==> src/rtl/nibble_serial_adder_ctrl.sv <==


// state | meaning
// IDLE  | waiting for start; adder inputs held at 0
// RUN   | one nibble per cycle, carry chained through carry_q
// DONE  | result valid, one-cycle done pulse
module nibble_serial_adder_ctrl #(
    parameter int NIBBLES = 4,
    localparam int W = 4 * NIBBLES
) (
    input  logic         clk,
    input  logic         rst,
    input  logic         start,
    input  logic         sub,
    input  logic         cin,
    input  logic [W-1:0] op_a,
    input  logic [W-1:0] op_b,
    output logic [3:0]   add_a,
    output logic [3:0]   add_b,
    output logic         add_c,
    input  logic [3:0]   add_s,
    input  logic         add_c4,
    output logic         busy,
    output logic         done,
    output logic [W-1:0] sum,
    output logic         cout,
    output logic         ovf
);
    localparam int IW = (NIBBLES > 1) ? $clog2(NIBBLES) : 1;

    typedef enum logic [1:0] {IDLE, RUN, DONE} state_t;

    state_t                     state_q, state_d;
    logic [NIBBLES-1:0][3:0]    a_q, a_d;
    logic [NIBBLES-1:0][3:0]    b_q, b_d;
    logic [NIBBLES-1:0][3:0]    sum_q, sum_d;
    logic [IW-1:0]              idx_q, idx_d;
    logic                       carry_q, carry_d;
    logic                       cout_q, cout_d;
    logic                       ovf_q, ovf_d;

    always_ff @(posedge clk) begin
        if (rst) begin
            state_q <= IDLE;
            a_q     <= '0;
            b_q     <= '0;
            sum_q   <= '0;
            idx_q   <= '0;
            carry_q <= 1'b0;
            cout_q  <= 1'b0;
            ovf_q   <= 1'b0;
        end else begin
            state_q <= state_d;
            a_q     <= a_d;
            b_q     <= b_d;
            sum_q   <= sum_d;
            idx_q   <= idx_d;
            carry_q <= carry_d;
            cout_q  <= cout_d;
            ovf_q   <= ovf_d;
        end
    end

    always_comb begin
        state_d = state_q;
        a_d     = a_q;
        b_d     = b_q;
        sum_d   = sum_q;
        idx_d   = idx_q;
        carry_d = carry_q;
        cout_d  = cout_q;
        ovf_d   = ovf_q;
        add_a   = '0;
        add_b   = '0;
        add_c   = 1'b0;
        busy    = 1'b0;
        done    = 1'b0;

        case (state_q)
            IDLE: begin
                if (start) begin
                    a_d     = op_a;
                    b_d     = sub ? ~op_b : op_b;
                    carry_d = sub ? 1'b1 : cin;
                    idx_d   = '0;
                    sum_d   = '0;
                    cout_d  = 1'b0;
                    ovf_d   = 1'b0;
                    state_d = RUN;
                end
            end
            RUN: begin
                busy         = 1'b1;
                add_a        = a_q[idx_q];
                add_b        = b_q[idx_q];
                add_c        = carry_q;
                sum_d[idx_q] = add_s;
                carry_d      = add_c4;
                idx_d        = idx_q + IW'(1);
                // Top slice: operand signs agree but result sign differs => overflow
                if (idx_q == IW'(NIBBLES - 1)) begin
                    cout_d  = add_c4;
                    ovf_d   = (a_q[NIBBLES-1][3] == b_q[NIBBLES-1][3]) &&
                              (add_s[3] != a_q[NIBBLES-1][3]);
                    state_d = DONE;
                end
            end
            DONE: begin
                busy    = 1'b1;
                done    = 1'b1;
                state_d = IDLE;
            end
            default: state_d = IDLE;
        endcase
    end

    assign sum  = sum_q;
    assign cout = cout_q;
    assign ovf  = ovf_q;
endmodule

==> config.mk <==
export PLATFORM = sky130hd
export DESIGN_NAME = nibble_serial_adder_ctrl
export DESIGN_NICKNAME = d
export VERILOG_FILES = /design/src/rtl/nibble_serial_adder_ctrl.sv
export SDC_FILE = /design/constraint.sdc
export NUM_CORES = 1
export LEC_CHECK = 0
export ABC_AREA = 1
export CAP_MARGIN = 20
export CELL_PAD_IN_SITES_DETAIL_PLACEMENT = 0
export CELL_PAD_IN_SITES_GLOBAL_PLACEMENT = 1
export CORE_UTILIZATION = 37
export DETAILED_ROUTE_END_ITERATION = 10
export GPL_TIMING_DRIVEN = 0
export PLACE_DENSITY_LB_ADDON = 0.12
export SLEW_MARGIN = 30
export SYNTH_ARGS = -nofsm -noshare
export SYNTH_HDL_FRONTEND = slang
export SYNTH_SLANG_ARGS = --single-unit
export TNS_END_PERCENT = 5
==> constraint.sdc <==
create_clock -name clk -period 2.55 [get_ports clk]
set_clock_uncertainty 0.2 [all_clocks]
set_input_delay 0.3825 -clock clk [delete_from_list [all_inputs] [get_ports clk]]
set_output_delay 0.3825 -clock clk [all_outputs]
set_load 0.01 [all_outputs]
Word-level counts from Yosys, hierarchy flattened --
Cells that the tools add are included.
Word-level totals: flip-flop bits (word level) 55, output and inout port bits 29
Cells by class: add/sub/neg operators 1, order comparisons 2, eq/ne operators 7, mux-type cells 28, bitwise logic cells 1, reduce and logical (&&, ||, !) cells 9
Operators by type and width (count):
- $mux 16 | 2
- $pmux 16 s2 | 1
- $mux 4 | 5
- $bmux 4 s2 | 2
- $bwmux 16 | 1
- $not 16->16 | 1
- $demux 4 s2 | 1
- $mux 1 | 8
- $pmux 2 s2 | 2
- $mux 2 | 3
- $pmux 1 s2 | 3
- $reduce_and 2->1 | 3
- $eq 2x2->1 const B | 2
- $ne 2x2->1 const B | 2
- $lt 2x3->1 const B | 1
- $reduce_and 3->1 | 1
- $add 2x1->2 const B | 1
- $eq 2x1->1 const B | 1
- $ge 2x1->1 const B | 1
- $logic_and 1x1->1 | 2
- $logic_not 2->1 | 1
- $reduce_bool 2->1 | 1
- $reduce_or 2->1 | 1
- $eq 1x1->1 | 1
- $ne 1x1->1 | 1

Logic depth before layout (Yosys ltp) --
word-level depth 6, mapped depth 9

Least setup slack after synthesis --
No wires, ideal clock.
path type flip-flop to output port, from register idx_q[0], to output add_b[1], data arrival time 1.066 ns, data required time 1.967 ns, setup slack 0.901 ns, cell stages (with the launch flop) 7, path through dfxtp_1 > buf_4 > buf_4 > nor2_1 > nor2_1 > o21ai_0 > a21oi_1
On the way: word-level cells in the longest chain between the ends 3
Ends and longest elaborated chain:
- start: declaration | RTL line 37 | logic [IW-1:0] idx_q, idx_d;
- start signal: assignment | RTL line 57 | idx_q <= idx_d;
- $bmux 4 s2 | RTL line 95 | add_b = b_q[idx_q];
- $mux 4 (implied by the code) | RTL line 95
- $mux 4 | RTL line 79 | case (state_q)
- end: declaration | RTL line 19 | output logic [3:0] add_b,
Every way passes these cells. The select of a mux whose other input is x is not followed.

Worst setup path in the final report --
from register idx_q[0], to output add_b[0]
Same word-level chain as after synthesis.

==> metrics.md <==
| Metric | Value |
|---|---|
| Fmax | `just over 0.4 GHz` |
| Pin count of the biggest net entering global routing | `16` |
| Power Dens Cells | `a little over 900 nW/um^2` |
| Drt total wl | `about 7000 um` |
| Clock root cell | `clkbuf_8` |
| Worst r2r dst | `a_q[6]$_SDFFE_PP0P_` |
| Status | `complete, no violations` |
| Max transition margin | `0.689` |
| Hold Buf Count CTS | `0` |
| Commonest non-fill, non-tap cells in the layout | `nor2_1, clkdlybuf4s50_1, dfxtp_1, o21ai_0, a21oi_1` |
| Hold WS | `about 0.077 ns` |
| Period Utilization, post-route | `0.953` |
| Setup WS pre-CTS | `between 0.02 and 0.03 ns` |
| Final hold vios | `0` |
| Crit-path max FO | `10` |
| First-pass GRT wire length | `approximately 12000 um` |
| Die X | `a little under 90 um` |
| Starting Density | `0.388` |
| Reg2reg path depth | `6` |
| Footprint of the multi-input gates | `1350 sq um` |
| I/O Buffers | `just under 70` |
| RSZ-0062 raised after global routing | `yes` |
| Critical Path AT | `between 1.5 and 2 ns` |
| Mapped Cells | `around 350` |
| Total number of vias | `between 2000 and 3000` |
| Most common cell after layout, fill and taps aside | `nor2_1` |
| Worst hold-check path type | `in2reg` |
| Site Rows | `30` |
| # fillers | `just over 700` |
| Worst min-delay path startpoint | `rst` |
| Crit path launch type | `register` |
| CTS Buffer Depth | `2` |
| RR Startpoint | `state_q[0]$_SDFFE_PP0P_` |
| Fin crit period | `about 2.4 ns` |
| Flip-flop and latch count after synthesis | `between 50 and 60` |
| Routability Congestion | `~0.8` |
| Total gr overflow | `0` |
| Syn Nets | `404` |
| DR pass1 iterations | `4` |
| Post-route insts no fill | `525` |
| Data required, critical path | `about 2 ns` |
| Max-slew violations | `0` |
| Hold Path Sink | `idx_q[0]$_SDFFE_PP0P_` |
| DIE AREA | `between 7000 and 8000 sq um` |
| Cells after DPL | `517` |
| DP HPWL | `roughly 5200 um` |
| Max-capacitance violation count | `0` |
| Vias per cell | `around 4.9` |
| Count of final setup violators | `0` |
| Net count reported at finish | `479` |
| Max VDD drop | `between 0.0003 and 0.0004 V` |
| Clock-pin slew on the worst setup and hold paths | `0.09 ns` |
| H-tree depth | `2` |
| Clock buffer count from CTS | `5` |
| Total power | `approximately 3.3 mW` |
| Mean Syn Cell Area | `around 7.5 sq um` |
| Setup TNS | `0 ns` |
| Design area | `3610 sq um` |
| Final core occ | `0.525` |
| Initial antenna violation count | `0` |
| Critical path type | `reg2out` |
| CTS Sinks | `55` |
| Placed Area | `around 3500 sq um` |
| Core area | `about 7000 sq um` |
| Worst reg-to-reg setup slack | `around 0.69 ns` |
| Slew @ Worst Pin | `0.466 ns` |
| Vias in the first global route | `2374` |
| Storage cell area | `about 1100 sq um` |
| Hold path depth | `2` |
| Routed Antenna Nets | `0` |
| DR iter-0 viols | `123` |
| Pleak | `approximately 1.5 nW` |
| Antenna cell count | `0` |
| Post-route setup slack | `roughly 0.12 ns` |
| Synthesized area | `2660 sq um` |
| Worst skew pair latency | `approximately 0.31 ns` |
| Register area share after synthesis | `0.413` |
| Ratio of cells with drive above 1 in the final layout | `0.0909` |
| Unique masters post-synth | `25` |
| Synth warn | `0` |
| DRC | `0` |
| Global Route Usage Sum | `0.199` |
| Die H | `86.9 um` |
| CTS tree | `built` |
| WL per Instance | `13.5 um` |
| Critical path endpoint category | `primary output` |
| IO Count | `between 70 and 80` |
| Area growth from synthesis to layout | `35.5%` |
[logic make-up after synthesis]
logic type               count (synthesis)  synth area share
AND/OR/NAND/NOR                        130             0.212
AO/OA/AOI/OAI                          101             0.194
adder cells (fa/ha/maj)                  9            0.0423
XOR/XNOR                                16            0.0526
flip-flops                              55             0.413
buffers and inverters                   42            0.0860
[timing repair]
item | CTS | global route
gates resized for setup | 10 | 8
setup endpoints to repair | 8 | 6
pin swaps | 0 | 0
setup buffers | 0 | 0
[sequential cells by signal (all words and copies together) (netlist names)]
| register | flops |
|---|---|
| a_q | 16 |
| b_q | 16 |
| carry_q | 1 |
| cout | 1 |
| idx_q | 2 |
| ovf | 1 |
| state_q | 2 |
| sum | 16 |
[Yosys cell counts (all sizes together)]
master	n	share of area
o21bai	1	0.0028
nor2	64	0.090
o211ai	2	0.0056
nand2	42	0.067
clkbuf	9	0.015
xnor2	16	0.053
a21oi	48	0.090
dfxtp	55	0.41
buf	12	0.042
inv	21	0.030
o21ai	50	0.095
nand3	11	0.024
nand4	13	0.031
ha	9	0.042
[cell type report]
cell class | instances | area share
Timing Repair Buffer | 68 | 0.191
Clock buffer | 8 | 0.0277
Sequential cell | 55 | 0.306
Tap cell | 96 | 0.0333
Inverter | 21 | 0.0218
Buffer | 21 | 0.0468
Multi-Input combinational cell | 256 | 0.373
[worst max-delay path, cell delays in order, from the launching register on]
cell,delay [ns]
dfxtp_2,0.39
buf_6,0.16
nor2_1,0.05
nor2_1,0.07
o21ai_0,0.14
a21oi_1,0.17
clkdlybuf4s50_1,0.55
[power by group]
| part | switching, mW | internal (mW) | total, mW |
|---|---|---|---|
| Combinational | 0.927 | 0.661 | 1.59 |
| Clock | 0.280 | 0.249 | 0.528 |
| Sequential | 0.116 | 1.08 | 1.20 |
[routing by layer]
layer	vias to the layer above	GRT usage	share of wire	wire, um
li1	1321	-	-	-
met3	7	0.0313	0.036	254
met2	46	0.320	0.45	3220
met1	1179	0.276	0.50	3530
met5	-	0	0	0
met4	0	0.0576	0.013	89
[worst max-delay path by stage]
| stage | startpoint | to | slack, ns | cells past startpoint |
|---|---|---|---|---|
| after floorplan | idx_q[0]$_SDFFE_PP0P_ | add_b[1] | 0.90 | 6 |
| after global placement | idx_q[0]$_SDFFE_PP0P_ | add_a[0] | 0.04 | 5 |
| after global routing | idx_q[0]$_SDFFE_PP0P_ | add_b[0] | -0.02 | 6 |
| after CTS | idx_q[1]$_SDFFE_PP0P_ | add_b[0] | 0.002 | 5 |
| after detailed placement | idx_q[0]$_SDFFE_PP0P_ | add_a[0] | 0.03 | 5 |
| final | idx_q[0]$_SDFFE_PP0P_ | add_b[0] | 0.12 | 6 |
No activity file was read; power rests on OpenSTA's default activity.
